==> src/rtl/input_loader.sv <==
// Purpose : UART (8N1, LSB first) image receiver that unpacks each byte into eight 1-bit RAM writes, then kicks the SNN core.
// Latency : ram_we high the 8 cycles after a byte's stop-bit sample; start pulses the cycle after the write to NUM_BITS-1.
// Backpr. : none on rx; after start, bytes are dropped (overrun flagged) until core_done re-arms the loader.
//
// Ports:
//   clk, rst_n      system clock, asynchronous active-low reset
//   rx              UART serial input (idle high, asynchronous to clk)
//   core_done       level from the core; high while waiting re-arms loading
//   ram_addr/_data  1-bit RAM write port (address holds the write pointer when idle)
//   ram_we          RAM write enable
//   start           one-cycle start pulse to the core
//   frame_err       sticky: a stop bit sampled low
//   overrun         sticky: a byte arrived while waiting for the core
module input_loader #(
  parameter int CLKS_PER_BIT = 2604,
  parameter int NUM_BITS     = 784
) (
  input  logic       clk,
  input  logic       rst_n,
  input  logic       rx,
  input  logic       core_done,
  output logic [9:0] ram_addr,
  output logic       ram_data,
  output logic       ram_we,
  output logic       start,
  output logic       frame_err,
  output logic       overrun
);

  localparam int            CW        = $clog2(CLKS_PER_BIT);
  localparam logic [CW-1:0] BIT_LAST  = CW'(CLKS_PER_BIT - 1);
  localparam logic [CW-1:0] HALF_LAST = CW'(CLKS_PER_BIT / 2 - 1);
  localparam logic [9:0]    LAST_ADDR = 10'(NUM_BITS - 1);

  typedef enum logic [1:0] {RX_IDLE, RX_START, RX_DATA, RX_STOP} rx_state_t;
  typedef enum logic [1:0] {LD_FILL, LD_WRITE, LD_GO, LD_WAIT} ld_state_t;

  // ---------------------------------------------------------------------------
  // rx synchronizer: both flops reset high so reset does not look like a start bit
  // ---------------------------------------------------------------------------
  logic rx_meta_q, rx_sync_q;

  always_ff @(posedge clk or negedge rst_n) begin
    if (!rst_n) begin
      rx_meta_q <= 1'b1;
      rx_sync_q <= 1'b1;
    end else begin
      rx_meta_q <= rx;
      rx_sync_q <= rx_meta_q;
    end
  end

  // ---------------------------------------------------------------------------
  // UART receive FSM
  // ---------------------------------------------------------------------------
  rx_state_t     rx_state_q, rx_state_d;
  logic [CW-1:0] clk_cnt_q, clk_cnt_d;
  logic [2:0]    bit_cnt_q, bit_cnt_d;
  logic [7:0]    shift_q, shift_d;
  logic          frame_err_q, frame_err_d;
  logic          byte_valid;

  always_ff @(posedge clk or negedge rst_n) begin
    if (!rst_n) begin
      rx_state_q  <= RX_IDLE;
      clk_cnt_q   <= '0;
      bit_cnt_q   <= '0;
      shift_q     <= '0;
      frame_err_q <= 1'b0;
    end else begin
      rx_state_q  <= rx_state_d;
      clk_cnt_q   <= clk_cnt_d;
      bit_cnt_q   <= bit_cnt_d;
      shift_q     <= shift_d;
      frame_err_q <= frame_err_d;
    end
  end

  always_comb begin
    rx_state_d  = rx_state_q;
    clk_cnt_d   = clk_cnt_q;
    bit_cnt_d   = bit_cnt_q;
    shift_d     = shift_q;
    frame_err_d = frame_err_q;
    byte_valid  = 1'b0;
    case (rx_state_q)
      RX_IDLE: begin
        if (!rx_sync_q) begin
          rx_state_d = RX_START;
          clk_cnt_d  = '0;
          bit_cnt_d  = '0;
        end
      end
      RX_START: begin
        // Re-check mid start bit; a high level here was only a glitch.
        if (clk_cnt_q == HALF_LAST) begin
          clk_cnt_d  = '0;
          rx_state_d = rx_sync_q ? RX_IDLE : RX_DATA;
        end else begin
          clk_cnt_d = clk_cnt_q + 1'b1;
        end
      end
      RX_DATA: begin
        if (clk_cnt_q == BIT_LAST) begin
          clk_cnt_d = '0;
          shift_d   = {rx_sync_q, shift_q[7:1]};
          bit_cnt_d = bit_cnt_q + 1'b1;
          if (bit_cnt_q == 3'd7) rx_state_d = RX_STOP;
        end else begin
          clk_cnt_d = clk_cnt_q + 1'b1;
        end
      end
      RX_STOP: begin
        if (clk_cnt_q == BIT_LAST) begin
          clk_cnt_d  = '0;
          rx_state_d = RX_IDLE;
          if (rx_sync_q) byte_valid  = 1'b1;
          else           frame_err_d = 1'b1;
        end else begin
          clk_cnt_d = clk_cnt_q + 1'b1;
        end
      end
      default: rx_state_d = RX_IDLE;
    endcase
  end

  // ---------------------------------------------------------------------------
  // Loader FSM: byte -> 8 bit writes, start after the last pixel, wait for core
  // ---------------------------------------------------------------------------
  ld_state_t  ld_state_q, ld_state_d;
  logic [9:0] ptr_q, ptr_d;
  logic [2:0] k_q, k_d;
  logic [7:0] byte_q, byte_d;
  logic       overrun_q, overrun_d;

  always_ff @(posedge clk or negedge rst_n) begin
    if (!rst_n) begin
      ld_state_q <= LD_FILL;
      ptr_q      <= '0;
      k_q        <= '0;
      byte_q     <= '0;
      overrun_q  <= 1'b0;
    end else begin
      ld_state_q <= ld_state_d;
      ptr_q      <= ptr_d;
      k_q        <= k_d;
      byte_q     <= byte_d;
      overrun_q  <= overrun_d;
    end
  end

  always_comb begin
    ld_state_d = ld_state_q;
    ptr_d      = ptr_q;
    k_d        = k_q;
    byte_d     = byte_q;
    overrun_d  = overrun_q;
    ram_addr   = ptr_q;
    ram_data   = 1'b0;
    ram_we     = 1'b0;
    start      = 1'b0;
    case (ld_state_q)
      LD_FILL: begin
        if (byte_valid) begin
          byte_d     = shift_q;
          k_d        = '0;
          ld_state_d = LD_WRITE;
        end
      end
      LD_WRITE: begin
        ram_we   = 1'b1;
        ram_addr = ptr_q + {7'd0, k_q};
        ram_data = byte_q[k_q];
        k_d      = k_q + 1'b1;
        if (k_q == 3'd7) begin
          ptr_d      = ptr_q + 10'd8;
          ld_state_d = (ptr_q + 10'd7 == LAST_ADDR) ? LD_GO : LD_FILL;
        end
      end
      LD_GO: begin
        start      = 1'b1;
        ptr_d      = '0;
        ld_state_d = LD_WAIT;
      end
      LD_WAIT: begin
        // Core still owns the RAM: drop incoming bytes but remember it happened.
        if (byte_valid) overrun_d  = 1'b1;
        if (core_done)  ld_state_d = LD_FILL;
      end
      default: ld_state_d = LD_FILL;
    endcase
  end

  assign frame_err = frame_err_q;
  assign overrun   = overrun_q;

endmodule

==> config.mk <==
export PLATFORM = sky130hd
export DESIGN_NAME = input_loader
export DESIGN_NICKNAME = d
export VERILOG_FILES = /design/src/rtl/input_loader.sv
export SDC_FILE = /design/constraint.sdc
export NUM_CORES = 1
export LEC_CHECK = 0
export BUFFER_PORTS_ARGS = -buffer_cell sky130_fd_sc_hd__buf_2
export CAP_MARGIN = 20
export CORE_MARGIN = 1
export CORE_UTILIZATION = 50
export DETAILED_ROUTE_END_ITERATION = 6
export GPL_TIMING_DRIVEN = 0
export PLACE_DENSITY = 0.68
export SLEW_MARGIN = 20
export SYNTH_ARGS = -nofsm -noshare
export SYNTH_HDL_FRONTEND = slang
export SYNTH_SLANG_ARGS = --single-unit
==> constraint.sdc <==
create_clock -name clk -period 1.9 [get_ports clk]
set_input_delay 0.095 -clock clk [delete_from_list [all_inputs] [get_ports clk]]
set_output_delay 0.095 -clock clk [all_outputs]
set_load 0.03 [all_outputs]
==> metrics.md, run 1 <==
| Metric | Value |
|---|---|
| Pin count of the biggest net entering global routing | `28` |
| R2R Path Start | `clk_cnt_q[1]` |
| Mean Syn Cell Area | `a little over 10 sq um` |
| Final setup fails | `0` |
| Worst path required time | `roughly 2.1 ns` |
| Clk_lat worst skew | `around 0.31 ns` |
| Yosys top cell by area | `dfrtp_1` |
| Initial core utilization | `between 50% and 60%` |
| Synthesized area | `between 2000 and 3000 sq um` |
| First-pass GRT wire length | `~8400 um` |
| Cell Rows | `26` |
| Routed vias | `2012` |
| Asr flop ratio synth | `100%` |
| CP startpoint kind | `flop` |
| Hold Path Class | `input port to flop` |
| Pwr per Cell Area | `~840 nW/um^2` |
| Worst reg2reg path depth | `6` |
| Synth top area cells | `dfrtp_1 44%, mux2_4 4.5%, mux2_2 3.8%` |
| Placer Congestion | `~0.91` |
| Die area | `between 5000 and 6000 sq um` |
| Status | `complete, no violations` |
| Total power | `roughly 2.6 mW` |
| CTS Root Cell | `clkbuf_8` |
| ANT nets after route | `0` |
| Kind of critical path | `flop to flop` |
| CTS tree | `built` |
| Most common cell in the netlist | `dfrtp_1` |
| Post-layout util | `60.6%` |
| Initial antenna violation count | `0` |
| Drt via density | `approximately 5.4` |
| Fin cells | `370` |
| Fin area | `~3100 sq um` |
| Pre-CTS WS | `-0.0972 ns` |
| Number of global-route vias before repair | `around 1800` |
| R2r endpoint | `k_q[0]` |
| Die Wd | `roughly 75 um` |
| Area Growth Syn to Fin | `15.8%` |
| Post-Place Cells | `about 350` |
| Hold Path Depth | `2` |
| Unique masters post-synth | `52` |
| Max Freq | `between 500 and 600 MHz` |
| Fillers | `between 400 and 500` |
| Total gr overflow | `0` |
| Fin. max-slew vios | `0` |
| Ys flop type | `dfrtp_1` |
| Avg WL per Cell | `between 10 and 15 um` |
| CP endpoint kind | `flop` |
| Post-synth top area share | `around 44%` |
| Part of the Yosys area used for sequential elements | `~46%` |
| IO Pins | `19` |
| CTS Sinks | `slightly below 50` |
| RSZ-0062 raised after global routing | `false` |
| Total wire length | `5040 um` |
| Share of cells above drive strength 1 | `roughly a quarter` |
| Crit-path max FO | `4` |
| Placed Area | `slightly below 3000 sq um` |
| Die H | `75.4 um` |
| DR iter-0 viols | `between 80 and 90` |
| Antenna diodes | `0` |
| Nets | `between 300 and 400` |
| Worst Hold Path EP | `ld_state_q[1]` |
| DP HPWL | `3520 um` |
| Relative slew slack | `55.0%` |
| Commonest cells in the netlist | `47 x dfrtp_1, 26 x nand2_1, 16 x nor2_1` |
| Reg2Reg Setup Slack | `around 0.098 ns` |
| 1st-pass router iterations | `4` |
| Final Skew | `~0.0093 ns` |
| Number of synthesized flops with an enable pin | `0` |
| H-tree levels | `2` |
| Num CTS Buffers | `5` |
| Worst endpoint data arrival time | `approximately 2.0 ns` |
| Worst setup margin | `roughly 0.1 ns` |
| Leak | `~1.5 nW` |
| Synth Net Count | `276` |
| Min cycle time layout | `around 1.8 ns` |
| Period Utilization, post-route | `between 90% and 100%` |
| Max IR drop VDD | `471 uV` |
| # DRC | `0` |
| Final hold viol count | `0` |
| Core Area | `between 5000 and 6000 sq um` |
| Clk buf depth | `2` |
| Gr usage total | `19.7%` |
| Yosys warning count | `0` |
| # port buffers | `18` |
| Worst hold start | `core_done` |
| Worst Tran Pin Value | `between 0.6 and 0.7 ns` |
| CTS clk-pin slew, worst paths | `~0.090 ns` |
| Post-synthesis register bit count | `49` |
| Post-Syn Instances | `about 260` |
| # Max-Cap Violations | `0` |
## how the worst max path moves through the flow
stage,depth (start not counted),end,start,slack (ns)
after floorplan,6,byte_q[0],clk_cnt_q[0],0.13
after global placement,6,byte_q[6],clk_cnt_q[0],-0.08
after detailed placement,6,byte_q[5],clk_cnt_q[0],-0.1
after CTS,6,clk_cnt_q[10],clk_cnt_q[1],0.002
after global routing,6,k_q[0],clk_cnt_q[7],0.003
final,6,k_q[0],clk_cnt_q[1],0.1
## timing repair
action,in CTS,in global routing
gates resized for setup,1,6
hold endpoints to repair,25,0
buffers inserted,4,3
hold buffers,2,0
setup endpoints to repair,23,27
pin swaps,1,3
## cell type report
class	count	area [sq um]	share of cell area, %
multi-input combinational	187	1370	43.8
inverter	13	48.8	1.57
buffer	15	80.1	2.57
tap	70	87.6	2.81
clock inverter	3	46.3	1.49
clock buffer	5	68.8	2.21
timing repair buffer	28	190	6.10
sequential	49	1230	39.4
## cell usage in the layout, fill, tap and decap left out, types with 5 or more instances in the layout
cell / count
dfrtp_1: 47
nand2_1: 26
buf_2: 21
nor2_1: 16
inv_1: 13
nand3_1: 12
o21ai_0: 11
xnor2_1: 9
mux2_2: 9
clkbuf_1: 8
buf_4: 8
a21oi_1: 8
mux2_4: 8
nor3_1: 7
o22ai_1: 7
ha_1: 7
nor2b_1: 6
nor4_1: 5
and2_1: 5
clkbuf_8: 5
## routing by layer
| metal | global-route usage [%] | up-vias | wire (um) |
|---|---|---|---|
| li1 | - | 1007 | - |
| met2 | 30.2 | 34 | 2310 |
| met3 | 4.89 | 6 | 152 |
| met5 | 0 | - | 0 |
| met4 | 5.97 | 0 | 65 |
| met1 | 27.7 | 965 | 2510 |
## sequential cells by signal (all words and copies together), names as in the netlist
register    count
bit_cnt_q       3
byte_q          8
clk_cnt_q      12
frame_err       1
k_q             3
ld_state_q      2
overrun         1
ptr_q           7
rx_meta_q       1
rx_state_q      2
rx_sync_q       1
shift_q         8
## cells by family after synthesis
kind of cell             Yosys count  synth area share [%]
other                              1                 0.139
AND/OR/NAND/NOR                   98                  19.9
buffers and inverters             28                  4.74
multiplexers                      22                  11.0
adder cells (fa/ha/maj)            8                  3.72
flip-flops                        49                  45.7
XOR/XNOR                          10                  3.25
AO/OA/AOI/OAI                     48                  11.5
## report_power, final
group          internal (mW)  switching (mW)  leakage, nW  total [mW]
Sequential              1.11           0.101        0.652        1.21
Combinational          0.247           0.410        0.754       0.656
Clock                  0.394           0.366       0.0543       0.760
## critical path, stage by stage (launching register included)
cell     delay [ns]
dfrtp_1        0.45
ha_4           0.17
nor4b_4        0.30
nand4_2        0.16
buf_4          0.17
a21o_1         0.19
mux2_2         0.26
## per-stage QoR
step           hold WS, ns  setup TNS (ns)
3_5_place_dp         0.171          -0.995
3_3_place_gp         0.200          -0.774
5_1_grt            0.00163               0
6_report            0.0140               0
4_1_cts           0.000221               0
2_1_floorplan       -0.201               0
Power figures use the tool's default switching activity.
==> run 2: changes to the inputs <==
--- a/config.mk
+++ b/config.mk
@@ -9,6 +9,7 @@
 export CAP_MARGIN = 20
 export CORE_MARGIN = 1
 export CORE_UTILIZATION = 50
+export CTS_BUF_LIST = sky130_fd_sc_hd__clkbuf_2
 export DETAILED_ROUTE_END_ITERATION = 6
 export GPL_TIMING_DRIVEN = 0
 export PLACE_DENSITY = 0.68
==> run 2 against run 1 <==
- clock skew up 0.019 ns
- worst setup slack got worse by 0.070 ns
- maximum frequency down 3.7%
- count of clock-buffer cells in the layout unchanged
- sequential power hardly changed
- critical path depth fell by 2
- critical path type is now flop to output port
- highest routed layer unchanged
==> metrics.md, run 2 (same netlist as run 1, synthesis figures left out) <==
| Metric | Value |
|---|---|
| Die Wd | `75.4 um` |
| Crit-path max FO | `3` |
| Clk buf depth | `2` |
| Nets | `~310` |
| Hold slack | `around 0.16 ns` |
| Critical path's top delay family | `multiplexers` |
| # Max-Cap Violations | `0` |
| WP buf/inv | `1` |
| Fin. max-slew vios | `0` |
| Num CTS Buffers | `5` |
| CTS tree | `built` |
| Critical Path Source | `k_q[0]` |
| # DRC | `0` |
| Max Freq | `around 530 MHz` |
| Drt via density | `around 5.4` |
| Relative slew slack | `roughly 55%` |
| Pin count of the biggest net entering global routing | `28` |
| Core Area | `just over 5000 sq um` |
| Slowest CP cell | `mux4_2` |
| CTS Root Cell | `clkbuf_2` |
| Fillers | `approximately 450` |
| Largest registers | `clk_cnt_q: 12 flops, byte_q: 8 flops, shift_q: 8 flops` |
| Leak | `between 1 and 1.5 nW` |
| Gr usage total | `between 15 and 20%` |
| Commonest cells after routing, fill and taps aside | `46 x dfrtp_1, 26 x nand2_1, 18 x buf_2` |
| Period Utilization, post-route | `slightly below 100%` |
| CP startpoint kind | `flop` |
| Total wire length | `around 5100 um` |
| DP HPWL | `around 3500 um` |
| Area Growth Syn to Fin | `14.9%` |
| CP peak stage delay | `0.50 ns` |
| Cell Rows | `26` |
| ANT nets after route | `0` |
| Worst Tran Pin Value | `~0.67 ns` |
| Area used by multi-input combinational logic | `between 1000 and 1500 sq um` |
| Initial antenna violation count | `0` |
| Status | `complete, no violations` |
| Kind of critical path | `flop to output port` |
| Antenna diodes | `0` |
| Final Skew | `roughly 0.028 ns` |
| Number of global-route vias before repair | `around 1800` |
| R2R Path Start | `clk_cnt_q[1]` |
| Routed vias | `~2000` |
| Die H | `between 70 and 80 um` |
| Post-layout util | `60.2%` |
| Total gr overflow | `0` |
| Die area | `about 5700 sq um` |
| Max reg flops | `12` |
| Worst path required time | `approximately 1.8 ns` |
| Final hold viol count | `0` |
| Min cycle time layout | `1.87 ns` |
| CP endpoint kind | `output port` |
| Share of cells above drive strength 1 | `between 20% and 30%` |
| FF+latch area | `1230 sq um` |
| First-pass GRT wire length | `between 8000 and 9000 um` |
| Most common cell after layout, fill and taps aside | `dfrtp_1` |
| RSZ-0062 raised after global routing | `true` |
| H-tree levels | `2` |
| Avg WL per Cell | `approximately 14 um` |
| Largest Register | `clk_cnt_q` |
| Worst endpoint data arrival time | `about 1.8 ns` |
| Placer Congestion | `a little over 0.9` |
| Worst-path cell chain | `mux4_2 > mux2i_1 > nor2_1 > buf_4` |
| # port buffers | `18` |
| IO Pins | `19` |
| CTS Sinks | `around 50` |
| DR iter-0 viols | `88` |
| Hold Path Class | `input port to asynchronous set/reset pin` |
| Final setup fails | `0` |
| Clk_lat worst skew | `approximately 0.45 ns` |
| 1st-pass router iterations | `4` |
| Initial core utilization | `52.4%` |
| CTS clk-pin slew, worst paths | `~0.27 ns` |
| Pwr per Cell Area | `~800 nW/um^2` |
| Max IR drop VDD | `roughly 460 uV` |
-- run 2: changes by cell type in the layout (fill, tap and decap cells not counted), sizes merged --
cell,change
dlygate4sd3,+1
buf,-1
-- run 2: metal layers --
| metal | part of all wire (%) | global-route usage, % | wire length [um] |
|---|---|---|---|
| met1 | 50 | 27.9 | 2520 |
| met2 | 46 | 30.1 | 2360 |
| met3 | 2.7 | 4.23 | 137 |
| met4 | 1.3 | 5.97 | 67 |
| met5 | 0 | 0 | 0 |
-- run 2: worst paths after layout --
check,slack (ns),end,cells after the start
hold reg to reg,0.37,rx_sync_q,0
setup reg to reg,0.10,clk_cnt_q[10],8
min in group clk,0.28,rx_meta_q,2
max in group asynchronous,1.18,ld_state_q[0],3
setup / recovery,0.03,ram_data,4
hold / removal,0.16,byte_q[7],2
-- run 2: report_power, final --
part / internal [mW] / total [mW] / leakage, nW / switching (mW)
clock network: 0.224 / 0.570 / 0.0392 / 0.346
registers: 1.12 / 1.21 / 0.651 / 0.0940
logic: 0.261 / 0.683 / 0.759 / 0.422
-- run 2: worst register-to-register path, stage by stage, from the launching register on --
cell and delay, ns:
dfrtp_1 0.44, buf_4 0.14, inv_1 0.06, ha_1 0.14, nor4bb_2 0.23, a41oi_2 0.18, buf_4 0.21, o221ai_1 0.19
o211ai_1 0.11
-- run 2: layout make-up --
class | instances | area share [%]
Multi-Input combinational cell | 187 | 44.4
Inverter | 13 | 1.58
Buffer | 15 | 2.83
Tap cell | 70 | 2.83
Clock inverter | 3 | 1.50
Clock buffer | 5 | 0.809
Sequential cell | 49 | 39.8
Timing Repair Buffer | 28 | 6.31
-- run 2: repair_timing --
action | in CTS | in global routing
endpoints found under the hold margin | 27 | 0
setup endpoints to repair | 26 | 31
hold buffers | 3 | 0
gates resized for setup | 4 | 12
pin swaps | 2 | 1
buffers inserted | 6 | 0
-- run 2: metrics by stage --
stage | instance area (sq um) | setup slack [ns] | TNS (ns) | total power [mW] | cells
after floorplan | 2690 | 0.131 | 0 | 1.70 | 264
after global placement | 2870 | -0.0802 | -0.774 | 1.86 | 352
after detailed placement | 2900 | -0.0972 | -0.995 | 1.88 | 353
after CTS | 3060 | -0.00857 | -0.00857 | 2.48 | 370
after global routing | 3090 | -0.0814 | -0.152 | 2.62 | 370
final | 3090 | 0.0284 | 0 | 2.46 | 370
